`config.mk`:
```
export PLATFORM = sky130hd
export DESIGN_NAME = demux1to2_buf
export DESIGN_NICKNAME = d
export VERILOG_FILES = /design/src/rtl/demux_pkg.sv /design/src/rtl/lane_fifo2.sv /design/src/rtl/demux1to2_buf.sv
export SDC_FILE = /design/constraint.sdc
export NUM_CORES = 1
export LEC_CHECK = 0
export CAP_MARGIN = 5
export CELL_PAD_IN_SITES_DETAIL_PLACEMENT = 1
export CELL_PAD_IN_SITES_GLOBAL_PLACEMENT = 2
export CORE_ASPECT_RATIO = 1.75
export CORE_UTILIZATION = 35
export DETAILED_ROUTE_END_ITERATION = 10
export GPL_ROUTABILITY_DRIVEN = 1
export PLACE_DENSITY = 0.85
export RECOVER_POWER = 50
export SYNTH_ARGS = -nofsm -noshare
export SYNTH_HDL_FRONTEND = slang
export SYNTH_SLANG_ARGS = --single-unit
```
`constraint.sdc`:
```
create_clock -name clk -period 1.9 [get_ports clk]
set_input_delay 0.38 -clock clk [delete_from_list [all_inputs] [get_ports clk]]
set_output_delay 0.38 -clock clk [all_outputs]
set_load 0.1 [all_outputs]
```
`src/rtl/demux_pkg.sv`:
```
// Shared types and constants for the buffered 1-to-2 demultiplexer.
// Latency: n/a (declarations only).
// Backpressure: n/a (declarations only).
package demux_pkg;

    // Each lane buffers up to two words so one stalled lane never blocks the other.
    localparam int FIFO_DEPTH = 2;

    // Lane index and FIFO pointer width: a single bit covers the two lanes and the two slots.
    typedef logic lane_t;

    // Occupancy count 0..2 needs two bits.
    typedef logic [1:0] fifo_cnt_t;

    localparam fifo_cnt_t CNT_EMPTY = 2'd0;
    localparam fifo_cnt_t CNT_FULL  = 2'(FIFO_DEPTH);

    // Lane selection: alternate via the toggle in auto mode, otherwise follow the per-word select.
    function automatic lane_t pick_lane(input logic auto_mode, input lane_t toggle_lane,
                                        input lane_t sel_lane);
        return auto_mode ? toggle_lane : sel_lane;
    endfunction

endpackage

```
`src/rtl/lane_fifo2.sv`:
```
// Two-entry FIFO for one output lane of the demultiplexer.
// Latency: a word pushed at edge N is at the head (valid) after edge N; push+pop at count 1 keeps count.
// Backpressure: full is purely registered; a same-cycle pop does not free space for a same-cycle push.
module lane_fifo2
    import demux_pkg::*;
#(
    parameter int WIDTH = 8
) (
    input  logic             clk,
    input  logic             rst,
    input  logic             push,
    input  logic [WIDTH-1:0] din,
    input  logic             pop,
    output logic [WIDTH-1:0] dout,
    output logic             valid,
    output logic             full
);

    logic [WIDTH-1:0] mem [FIFO_DEPTH];
    lane_t            rd_ptr;
    lane_t            wr_ptr;
    fifo_cnt_t        count;
    logic             do_push;
    logic             do_pop;

    // Status flags come straight from the registered count; head word is read from the read slot.
    always_comb begin
        full    = (count == CNT_FULL);
        valid   = (count != CNT_EMPTY);
        dout    = mem[rd_ptr];
        // Guard against a caller pushing into a full FIFO or popping an empty one.
        do_push = push && !full;
        do_pop  = pop && valid;
    end

    // Pointer and occupancy bookkeeping; 1-bit pointers wrap 1->0 on their own.
    always_ff @(posedge clk) begin
        if (rst) begin
            rd_ptr <= 1'b0;
            wr_ptr <= 1'b0;
            count  <= CNT_EMPTY;
        end else begin
            if (do_push) begin
                wr_ptr <= ~wr_ptr;
            end
            if (do_pop) begin
                rd_ptr <= ~rd_ptr;
            end
            case ({do_push, do_pop})
                2'b10:   count <= count + 2'd1;
                2'b01:   count <= count - 2'd1;
                default: count <= count;
            endcase
        end
    end

    // Storage write; cleared on reset so the idle head word reads as zero.
    always_ff @(posedge clk) begin
        if (rst) begin
            for (int i = 0; i < FIFO_DEPTH; i++) begin
                mem[i] <= '0;
            end
        end else if (do_push) begin
            mem[wr_ptr] <= din;
        end
    end

    // Occupancy must stay within 0..2.
    a_count_range: assert property (@(posedge clk) disable iff (rst) count <= CNT_FULL);

    // The enclosing handshake must never offer a push to a full lane.
    a_no_push_full: assert property (@(posedge clk) disable iff (rst) !(push && full));

    // A pop is only offered while a word is present.
    a_no_pop_empty: assert property (@(posedge clk) disable iff (rst) !(pop && !valid));

endmodule

```
`src/rtl/demux1to2_buf.sv`:
```
// Buffered 1-to-2 demultiplexer: routes each input word to lane 0 or 1 (per-word select or auto-alternate).
// Latency: one cycle from input acceptance to the word being valid at an empty lane's output.
// Backpressure: in_ready drops only when the target lane is full; the other lane keeps flowing.
module demux1to2_buf
    import demux_pkg::*;
#(
    parameter int WIDTH = 8
) (
    input  logic             clk,
    input  logic             rst,
    input  logic             in_valid,
    output logic             in_ready,
    input  logic [WIDTH-1:0] in_data,
    input  logic             in_sel,
    input  logic             auto,
    output logic             out0_valid,
    input  logic             out0_ready,
    output logic [WIDTH-1:0] out0_data,
    output logic             out1_valid,
    input  logic             out1_ready,
    output logic [WIDTH-1:0] out1_data,
    output logic             toggle
);

    lane_t tgt;
    logic  full0;
    logic  full1;
    logic  in_xfer;
    logic  push0;
    logic  push1;
    logic  pop0;
    logic  pop1;

    // Target lane selection and handshake gating; ready looks only at the registered full flag.
    always_comb begin
        tgt      = pick_lane(auto, toggle, in_sel);
        in_ready = (tgt == 1'b1) ? !full1 : !full0;
        in_xfer  = in_valid && in_ready;
        push0    = in_xfer && (tgt == 1'b0);
        push1    = in_xfer && (tgt == 1'b1);
        pop0     = out0_valid && out0_ready;
        pop1     = out1_valid && out1_ready;
    end

    // Auto-mode lane pointer: advances only on words actually accepted while auto is set.
    always_ff @(posedge clk) begin
        if (rst) begin
            toggle <= 1'b0;
        end else if (in_xfer && auto) begin
            toggle <= ~toggle;
        end
    end

    lane_fifo2 #(
        .WIDTH (WIDTH)
    ) u_lane0 (
        .clk   (clk),
        .rst   (rst),
        .push  (push0),
        .din   (in_data),
        .pop   (pop0),
        .dout  (out0_data),
        .valid (out0_valid),
        .full  (full0)
    );

    lane_fifo2 #(
        .WIDTH (WIDTH)
    ) u_lane1 (
        .clk   (clk),
        .rst   (rst),
        .push  (push1),
        .din   (in_data),
        .pop   (pop1),
        .dout  (out1_data),
        .valid (out1_valid),
        .full  (full1)
    );

endmodule

```
==> summary.md, run 1 <==
| Metric | Value |
|---|---|
| Top Layer Used | met4 |
| Largest net degree at the start of global routing | 14 |
| Mapped Cells | roughly 150 |
| Tcrit/Tclk final | about 100% |
| Core Region | about 5300 sq um |
| Leak pwr | 1.08 nW |
| Starting density of the core | a little under two fifths |
| NetSw | about 1.7 mW |
| Maxcap violations | 0 |
| Routed Antenna Nets | 0 |
| CP Launch Point | in_sel |
| Comb power frac | 49.3% |
| Share of total power in the clock network | 19.9% |
| Post-layout min period | approximately 1900 ps |
| HP Class | register to register |
| HP Start | u_lane1.count[1]$_SDFFE_PP0P_ |
| Final-report hold violation count | 0 |
| Synth Net Count | 165 |
| Layout Skew | about 4.2 ps |
| Drt drc | 0 |
| Final net count | 214 |
| Relative slew slack | between 60 and 70% |
| Peak VDD IR | 0.803 mV |
| Syn. warnings | 0 |
| Cells after DPL | roughly 260 |
| Share of cells above drive strength 1 | 33.3% |
| Worst hold slack | 522 ps |
| First-pass GRT wire length | between 7000 and 8000 microns |
| Worst Path Required | 1520 ps |
| Place WS | -336 ps |
| Postcts setup bufs | 0 |
| Total Routing Usage GR | 16.8% |
| Final WL | 4420 microns |
| Pin slew with the least headroom to its limit | between 500 and 600 ps |
| RSZ-0062 raised after global routing | no |
| Num CTS Buffers | 5 |
| Final Non-Filler Cells | 272 |
| Clock slew at reported path FFs | 70 ps |
| Num ports | 35 |
| Chip Height | 101 microns |
| Sequential share of the synthesized area | 60.1% |
| Status | finished, final reports clean |
| Synthesized area | between 1500 and 2000 sq um |
| Die area | 5930 sq um |
| Yosys top cell by area | edfxtp_1 |
| Critical path class | primary input to primary output |
| Die width | 58.7 microns |
| Met3 Wirelength | 137 microns |
| Synth Register Bits | 43 |
| WP data arrival | around 1500 ps |
| Final Setup Violations | 0 |
| Post-DR wirelength/cell | around 16 microns |
| Global route overflow | 0 |
| Sw Ratio | 41.6% |
| Deepest clock path buffer count | 2 |
| PostCTS Resize Cnt | 3 |
| Top-area cell type share of the netlist area | 48.9% |
| Drt initial violations | 16 |
| Synth unique cells | 31 |
| Root buf cell | clkbuf_8 |
| CTS sink count | 43 |
| Core Rows | 35 |
| Cts hold-fix bufs | 0 |
| Startpoint types | primary input |
| Antenna cells | 0 |
| CP max FO | 3 |
| Fmax achieved | 0.540 GHz |
| Syn_area_per_cell | 13.3 sq um |
| TritonCTS clock tree | built |
| Setup_tns | 0 ps |
| Filler instances | 541 |
| Final Slew Violations | 0 |
| Wl on met1 | 1490 microns |
| Setup WS post-layout | 49.7 ps |
| Final GP Congestion | roughly 0.71 |
| Initial antenna violation count | 0 |
| Vias | between 1k and 1.5k |
| Seq pwr share | 30.8% |
| Worst R2R Start | u_lane0.count[0]$_SDFFE_PP0P_ |
| Area contributors post-synth | edfxtp_1, dfxtp_1, and2_1 |
| IO buf count | 34 |
| Pint | 2.42 mW |
| Pwr/cell area | 1500 nW/um^2 |
| Post-DR vias/cell | 4.89 |
| Clk_lat worst skew | 290 ps |
| H-tree depth | 2 |
| 1st-pass router iterations | 5 |
| Vias in the first global route | 1475 |
| Crit. End Element | primary output |
| Met2 Wirelength | ~2700 microns |
| DPL Wire Length | 3350 microns |
| Area growth syn-to-layout | 40.8% |
## layout by cell type, fill, tap and decap left out, types with 3 or more instances in the layout
master | synthesis | final
clkbuf_8 | 0 | 5
and2_0 | 0 | 15
nor2_4 | 0 | 3
buf_4 | 1 | 12
clkbuf_1 | 4 | 4
xnor2_1 | 4 | 4
and4_1 | 2 | 4
edfxtp_1 | 32 | 32
clkdlybuf4s50_1 | 0 | 11
and2_1 | 32 | 17
mux2_2 | 16 | 16
nor2_1 | 11 | 8
dfxtp_1 | 11 | 10
buf_12 | 0 | 17
## area by class of cell
cell class / instances / area, sq um / share of cell area (%)
Clock inverter: 2 / 60.1 / 2.17
Clock buffer: 6 / 72.6 / 2.62
Tap cell: 74 / 92.6 / 3.34
Timing Repair Buffer: 49 / 601 / 21.7
Sequential cell: 43 / 1180 / 42.8
Multi-Input combinational cell: 98 / 759 / 27.4
## cell usage after synthesis, drive strengths merged
library cell and number:
nor2b 2, a31oi 1, a21o 2, xnor2 4, o21bai 2, ha 2
dfxtp 11, o21ai 2, a21oi 2, mux2 17, mux2i 1, o21a 2
nor3 1, nand3 2, xor2 2, and4 5, nand2b 1, or2 2
a41o 2, edfxtp 32, or2b 1, buf 3, and2 32, nor2 11
or3 2, clkbuf 4
## path summary, 6_finish.rpt
kind              cells past startpoint  slack (ps)                             to
setup / recovery                      5          50                       in_ready
hold / removal                        2         520  u_lane1.count[1]$_SDFFE_PP0P_
setup reg to reg                      5         210  u_lane0.count[1]$_SDFFE_PP0P_
hold reg to reg                       2         520  u_lane1.count[1]$_SDFFE_PP0P_
## layer usage
layer / GRT usage (%) / up-vias
li1: - / 625
met4: 5.49 / 0
met3: 3.32 / 5
met5: 0 / -
met1: 15.6 / 666
met2: 34.4 / 33
## state kept, by name, summed over array words and instances, names as in the netlist, named ones only
register / count
u_lane1.wr_ptr: 1
u_lane0.rd_ptr: 1
u_lane1.count: 2
u_lane1.mem: 16
u_lane0.wr_ptr: 1
u_lane0.mem: 16
toggle: 1
u_lane1.rd_ptr: 1
u_lane0.count: 2
## critical path, stage by stage
cell,delay [ps]
clkdlybuf4s50_1,430
mux2_4,310
nor2_4,130
nor2_4,50
buf_12,160
## per-stage QoR
stage          instance area (sq um)  util, %  power [mW]
2_1_floorplan                   1980        -        2.66
3_3_place_gp                    2690     50.4        3.39
3_5_place_dp                    2690     50.4        3.46
4_1_cts                         2830     52.9        4.30
5_1_grt                         2770     51.9        4.30
6_report                        2770     51.9        4.14
## power by group through the flow
| stage | logic [mW] | clock network, mW | registers, mW |
|---|---|---|---|
| after floorplan | 1.41 | 0 | 1.25 |
| after global placement | 2.11 | 0 | 1.28 |
| after detailed placement | 2.16 | 0 | 1.30 |
| after CTS | 2.17 | 0.847 | 1.28 |
| after global routing | 2.12 | 0.875 | 1.30 |
| final | 2.04 | 0.825 | 1.28 |
## kinds of logic after synthesis
group / share of synthesized area (%)
and+or+nand+nor: 18.4
adders and majority gates: 1.27
DFF: 60.1
buffers and inverters: 2.29
xor gates and xnor gates: 2.67
AOI/OAI and AO/OA: 4.71
muxes: 10.6
(Power assumes the default switching activity.)
==> run 2, diff against run 1 <==
Settings changed: PLACE_DENSITY 0.85 to 0.79.
==> summary.md, run 2 (same netlist as run 1, synthesis figures left out) <==
| Metric | Value |
|---|---|
| Comb power frac | 50.9% |
| Tcrit/Tclk final | 98.1% |
| Critical path class | primary input to primary output |
| Fmax achieved | 0.536 GHz |
| Post-DR wirelength/cell | about 16 microns |
| CP delay by family, top | buffers and inverters |
| Hold Path Stages | 2 |
| Peak VDD IR | approximately 1.1 mV |
| WP data arrival | between 1000 and 1500 ps |
| Total power | 4.00 mW |
| Maxcap violations | 0 |
| Final WL | 4440 microns |
| HP Start | u_lane0.rd_ptr$_SDFFE_PP0P_ |
| Die area | 5930 sq um |
| Drt initial violations | 16 |
| Drt drc | 0 |
| Share of cells above drive strength 1 | 32.7% |
| Sw Ratio | a little over two fifths |
| Num CTS Buffers | 5 |
| Area growth syn-to-layout | 38.9% |
| Pin slew with the least headroom to its limit | 541 ps |
| Relative slew slack | ~64% |
| Status | finished, final reports clean |
| RSZ-0062 raised after global routing | no |
| Deepest clock path buffer count | 2 |
| H-tree depth | 2 |
| Final-report hold violation count | 0 |
| Vias | around 1.3k |
| Max incr delay on CP | 430 ps |
| Cts hold-fix bufs | 0 |
| Routed Antenna Nets | 0 |
| Most frequent cells in the layout | edfxtp_1, and2_1, buf_12 |
| Post-DR vias/cell | 4.76 |
| Startpoint types | primary input |
| Vias in the first global route | approximately 1.5k |
| Largest net degree at the start of global routing | 14 |
| R2R Path End | u_lane0.count[1]$_SDFFE_PP0P_ |
| Biggest regs | u_lane0.mem x16, u_lane1.mem x16 |
| Met1 Usage GRT | about 15% |
| Leak pwr | 1.07 nW |
| Critical Path Slowest Stage Cell | clkdlybuf4s50_1 |
| Pwr/cell area | 1470 nW/um^2 |
| Crit path cell chain | clkdlybuf4s50_1 > mux2_4 > nor2_2 > nor2_4 > buf_12 |
| Met3 Resource Use GR | just under 3% |
| Grt peak-use layer | met2 |
| Global route overflow | 0 |
| Num ports | 35 |
| Root buf cell | clkbuf_8 |
| Final GP Congestion | 0.707 |
| Post-layout min period | 1860 ps |
| Worst Path Buf+Inv | 2 |
| 1st-pass router iterations | 4 |
| DPL Wire Length | 3480 microns |
| Chip Height | 101 microns |
| Worst R2R Start | u_lane0.count[0]$_SDFFE_PP0P_ |
| CP max FO | 3 |
| Register-to-Register Path Depth | 5 |
| Starting density of the core | 36.8% |
| Initial antenna violation count | 0 |
| Clock slew at reported path FFs | roughly 80 ps |
| Seq pwr share | 32.0% |
| Core Rows | 35 |
| Most common cell after layout, fill and taps aside | edfxtp_1 |
| NetSw | 1.72 mW |
| Layout Skew | 5.73 ps |
| Worst Path Required | about 1500 ps |
| HP Class | register to register |
| M2 GR Usage | 34.9% |
| Core Region | 5340 sq um |
| Final Slew Violations | 0 |
| CTS sink count | 43 |
| First-pass GRT wire length | between 7000 and 8000 microns |
| Setup_tns | 0 ps |
| Flop2flop setup slack | 160 ps |
| Pint | 2.28 mW |
| Total Routing Usage GR | roughly 17% |
| TritonCTS clock tree | built |
| Share of total power in the clock network | 17.2% |
| IO buf count | 34 |
| Clk_lat worst skew | between 200 and 300 ps |
| Final net count | 215 |
| Antenna cells | 0 |
| Die width | 58.7 microns |
| Crit. End Element | primary output |
| Final Setup Violations | 0 |
## run 2: cell count changes in the layout (fill, tap and decap cells not counted), sizes merged
cell / change
buf: -2
clkbuf: +2
clkinv: +2
clkdlybuf4s50: +1
bufinv: -1
dlygate4sd3: -1
## run 2: power groups by stage
stage	Sequential (mW)	Clock (mW)	Combinational (mW)
after floorplan	1.25	0	1.41
after CTS	1.28	0.704	2.17
after detailed placement	1.30	0	2.16
after global routing	1.30	0.746	2.11
after global placement	1.28	0	2.11
final	1.28	0.687	2.04
## run 2: through the flow
stage | util, % | cell area [sq um] | setup WS, ps | hold slack (ps) | instances
floorplan | - | 1980 | 160 | 475 | 148
global placement | 50.4 | 2690 | -275 | 493 | 264
detailed placement | 50.4 | 2690 | -328 | 510 | 264
CTS | 52.4 | 2800 | 13.4 | 530 | 272
global route | 51.1 | 2730 | 9.62 | 565 | 273
finish | 51.1 | 2730 | 36.0 | 529 | 273
## run 2: metal layers
layer	wire length, microns	part of all wire [%]
met4	58	1.3
met5	0	0
met1	1460	33
met2	2820	63
met3	104	2.3
## run 2: worst max path at each step
stage / start / to / cells after the start / slack (ps)
2_1_floorplan: toggle$_SDFFE_PP0P_ / u_lane1.count[1]$_SDFFE_PP0P_ / 5 / 160
3_3_place_gp: auto / u_lane1.count[1]$_SDFFE_PP0P_ / 6 / -280
3_5_place_dp: auto / u_lane0.count[1]$_SDFFE_PP0P_ / 6 / -330
4_1_cts: in_sel / in_ready / 6 / 10
5_1_grt: in_sel / in_ready / 6 / 10
6_report: in_sel / in_ready / 5 / 40
## run 2: cell type report
class / instances / area (sq um)
Timing Repair Buffer: 50 / 598
Fill cell: 580 / 2610
Multi-Input combinational cell: 98 / 747
Clock inverter: 3 / 38.8
Tap cell: 74 / 92.6
Sequential cell: 43 / 1190
Clock buffer: 5 / 68.8
## run 2: repair_timing
action                                  4_1_cts  5_1_grt
setup buffers                                 0        1
endpoints found under the setup margin        3        2
gates resized for setup                       2        2
## run 2: worst reg2reg max path: stages, from the launching register on
cell and delay [ps]:
dfxtp_1 420, nand2b_1 270, nand3_1 140, ha_1 300
or3_1 380, a21oi_1 150
==> run 3, diff against run 2 <==
Settings changed: CORE_MARGIN from default to 8, CORE_UTILIZATION 35 to 37, CTS_BUF_LIST from default to sky130_fd_sc_hd__clkbuf_4 sky130_fd_sc_hd__clkbuf_8, PLACE_DENSITY 0.79 to 0.83.
==> summary.md, run 3 (same netlist as run 1, synthesis figures left out) <==
| Metric | Value |
|---|---|
| Max incr delay on CP | 430 ps |
| Crit. End Element | primary output |
| Filler instances | 519 |
| CP delay by family, top | buffers and inverters |
| Place WS | -321 ps |
| Final GP Congestion | 0.710 |
| CP max FO | 2 |
| Total power | 3.96 mW |
| Relative slew slack | 63.9% |
| Critical Path Slowest Stage Cell | clkdlybuf4s50_1 |
| Area growth syn-to-layout | 38.9% |
| Core Rows | 35 |
| Die width | around 70 microns |
| Num CTS Buffers | 5 |
| Post-DR vias/cell | roughly 5.1 |
| H-tree depth | 2 |
| WP data arrival | 1490 ps |
| Leak pwr | between 1 and 1.5 nW |
| Routed Antenna Nets | 0 |
| Layout Skew | roughly 5.6 ps |
| FF/Latch Area | 1190 sq um |
| Final Slew Violations | 0 |
| Die area | about 8000 sq um |
| Initial antenna violation count | 0 |
| Crit path cell chain | clkdlybuf4s50_1 > mux2i_2 > buf_4 > nor2_2 > nor2_4 > buf_12 |
| Startpoint types | primary input |
| Fmax achieved | 0.536 GHz |
| Starting density of the core | 37.7% |
| Vias in the first global route | 1454 |
| Clk_lat worst skew | 290 ps |
| First-pass GRT wire length | 7510 microns |
| Maxcap violations | 0 |
| Num ports | 35 |
| Pwr/cell area | 1450 nW/um^2 |
| Cts hold-fix bufs | 0 |
| Biggest regs | u_lane0.mem x16, u_lane1.mem x16 |
| Final Setup Violations | 0 |
| Tcrit/Tclk final | 98.2% |
| Final net count | between 200 and 250 |
| HP Class | register to register |
| Worst Path Buf+Inv | 3 |
| Global route overflow | 0 |
| Post-DR wirelength/cell | ~18 microns |
| Worst Path Required | 1520 ps |
| 1st-pass router iterations | 3 |
| Root buf cell | clkbuf_8 |
| Critical path class | primary input to primary output |
| Final WL | between 4000 and 5000 microns |
| Area occupied by multi-input gates | 758 sq um |
| Vias | 1284 |
| DPL Wire Length | 3650 microns |
| TritonCTS clock tree | built |
| Core Region | 5210 sq um |
| Clock slew at reported path FFs | 70 ps |
| Worst hold slack | 528 ps |
| Post-layout min period | 1870 ps |
| CTS sink count | between 40 and 50 |
| Setup WS post-layout | 33.4 ps |
| Utilization after layout | 52.4% |
| Total Routing Usage GR | 12.4% |
| Antenna cells | 0 |
| Largest net degree at the start of global routing | 13 |
| Deepest clock path buffer count | 2 |
| Final-report hold violation count | 0 |
| Status | finished, final reports clean |
| Drt initial violations | 30 |
| Drt drc | 0 |
| Pin slew with the least headroom to its limit | 544 ps |
| Peak VDD IR | about 1.1 mV |
| IO buf count | 34 |
| Most frequent cells in the layout | and2_1, edfxtp_1, buf_12 |
| Share of cells above drive strength 1 | approximately a third |
| Chip Height | 112 microns |
-- run 3: cell types whose count changed in the layout (fill, tap and decap cells not counted) --
cell and change:
and2_0 -10, nor2_2 -1, clkbuf_1 -3, and4_1 -2
clkbuf_2 -1, a41o_2 +1, and4_4 +2, bufinv_16 -1
a41o_1 -1, clkbuf_4 -2, buf_12 +3, and2_1 +10
buf_4 +2, nor2_4 +1
-- run 3: path summary, 6_finish.rpt --
check,from,endpoint,slack [ps],cells after the start
max,in_sel,in_ready,30,6
min,u_lane1.count[1]$_SDFFE_PP0P_,u_lane1.count[1]$_SDFFE_PP0P_,530,2
max reg2reg,u_lane0.count[0]$_SDFFE_PP0P_,u_lane0.count[1]$_SDFFE_PP0P_,110,5
min reg2reg,u_lane1.count[1]$_SDFFE_PP0P_,u_lane1.count[1]$_SDFFE_PP0P_,530,2
-- run 3: layout make-up --
class / instances / share of cell area [%]
flip-flops and latches: 43 / 43.4
well taps: 55 / 2.52
multi-input cells: 98 / 27.7
repair buffers: 49 / 23.5
clock buffers: 5 / 2.52
clock inverters: 2 / 0.321
-- run 3: repair_timing --
item | 4_1_cts | 5_1_grt
setup endpoints to repair | 3 | 4
gates cloned | 0 | 0
pin swaps | 0 | 0
resized for setup | 2 | 3
endpoints found under the hold margin | 0 | 0
buffers inserted | 0 | 1
-- run 3: layer usage --
metal,vias up,global-route usage [%],share of wire (%)
met5,-,0,0
met1,631,10.9,35
met2,27,24.6,60
met3,6,3.13,3.5
met4,0,5.87,1.9
li1,620,-,-
-- run 3: worst register-to-register path, cell delays in order (launching register included) --
cell      delay [ps]
dfxtp_1          420
nand2b_1         310
nand3_1          160
ha_1             310
or3_1            380
a21oi_1          140
-- run 3: where the power goes --
| part | internal [mW] | switching (mW) | total [mW] |
|---|---|---|---|
| Clock | 0.245 | 0.287 | 0.532 |
| Sequential | 1.16 | 0.123 | 1.28 |
| Combinational | 0.827 | 1.32 | 2.15 |
-- run 3: per-stage QoR --
step | TNS [ps] | instances | cell area [sq um]
CTS | 0 | 251 | 2740
finish | 0 | 252 | 2730
global route | -2.32 | 252 | 2730
detailed placement | -8680 | 244 | 2660
floorplan | 0 | 148 | 1980
global placement | -5740 | 244 | 2660
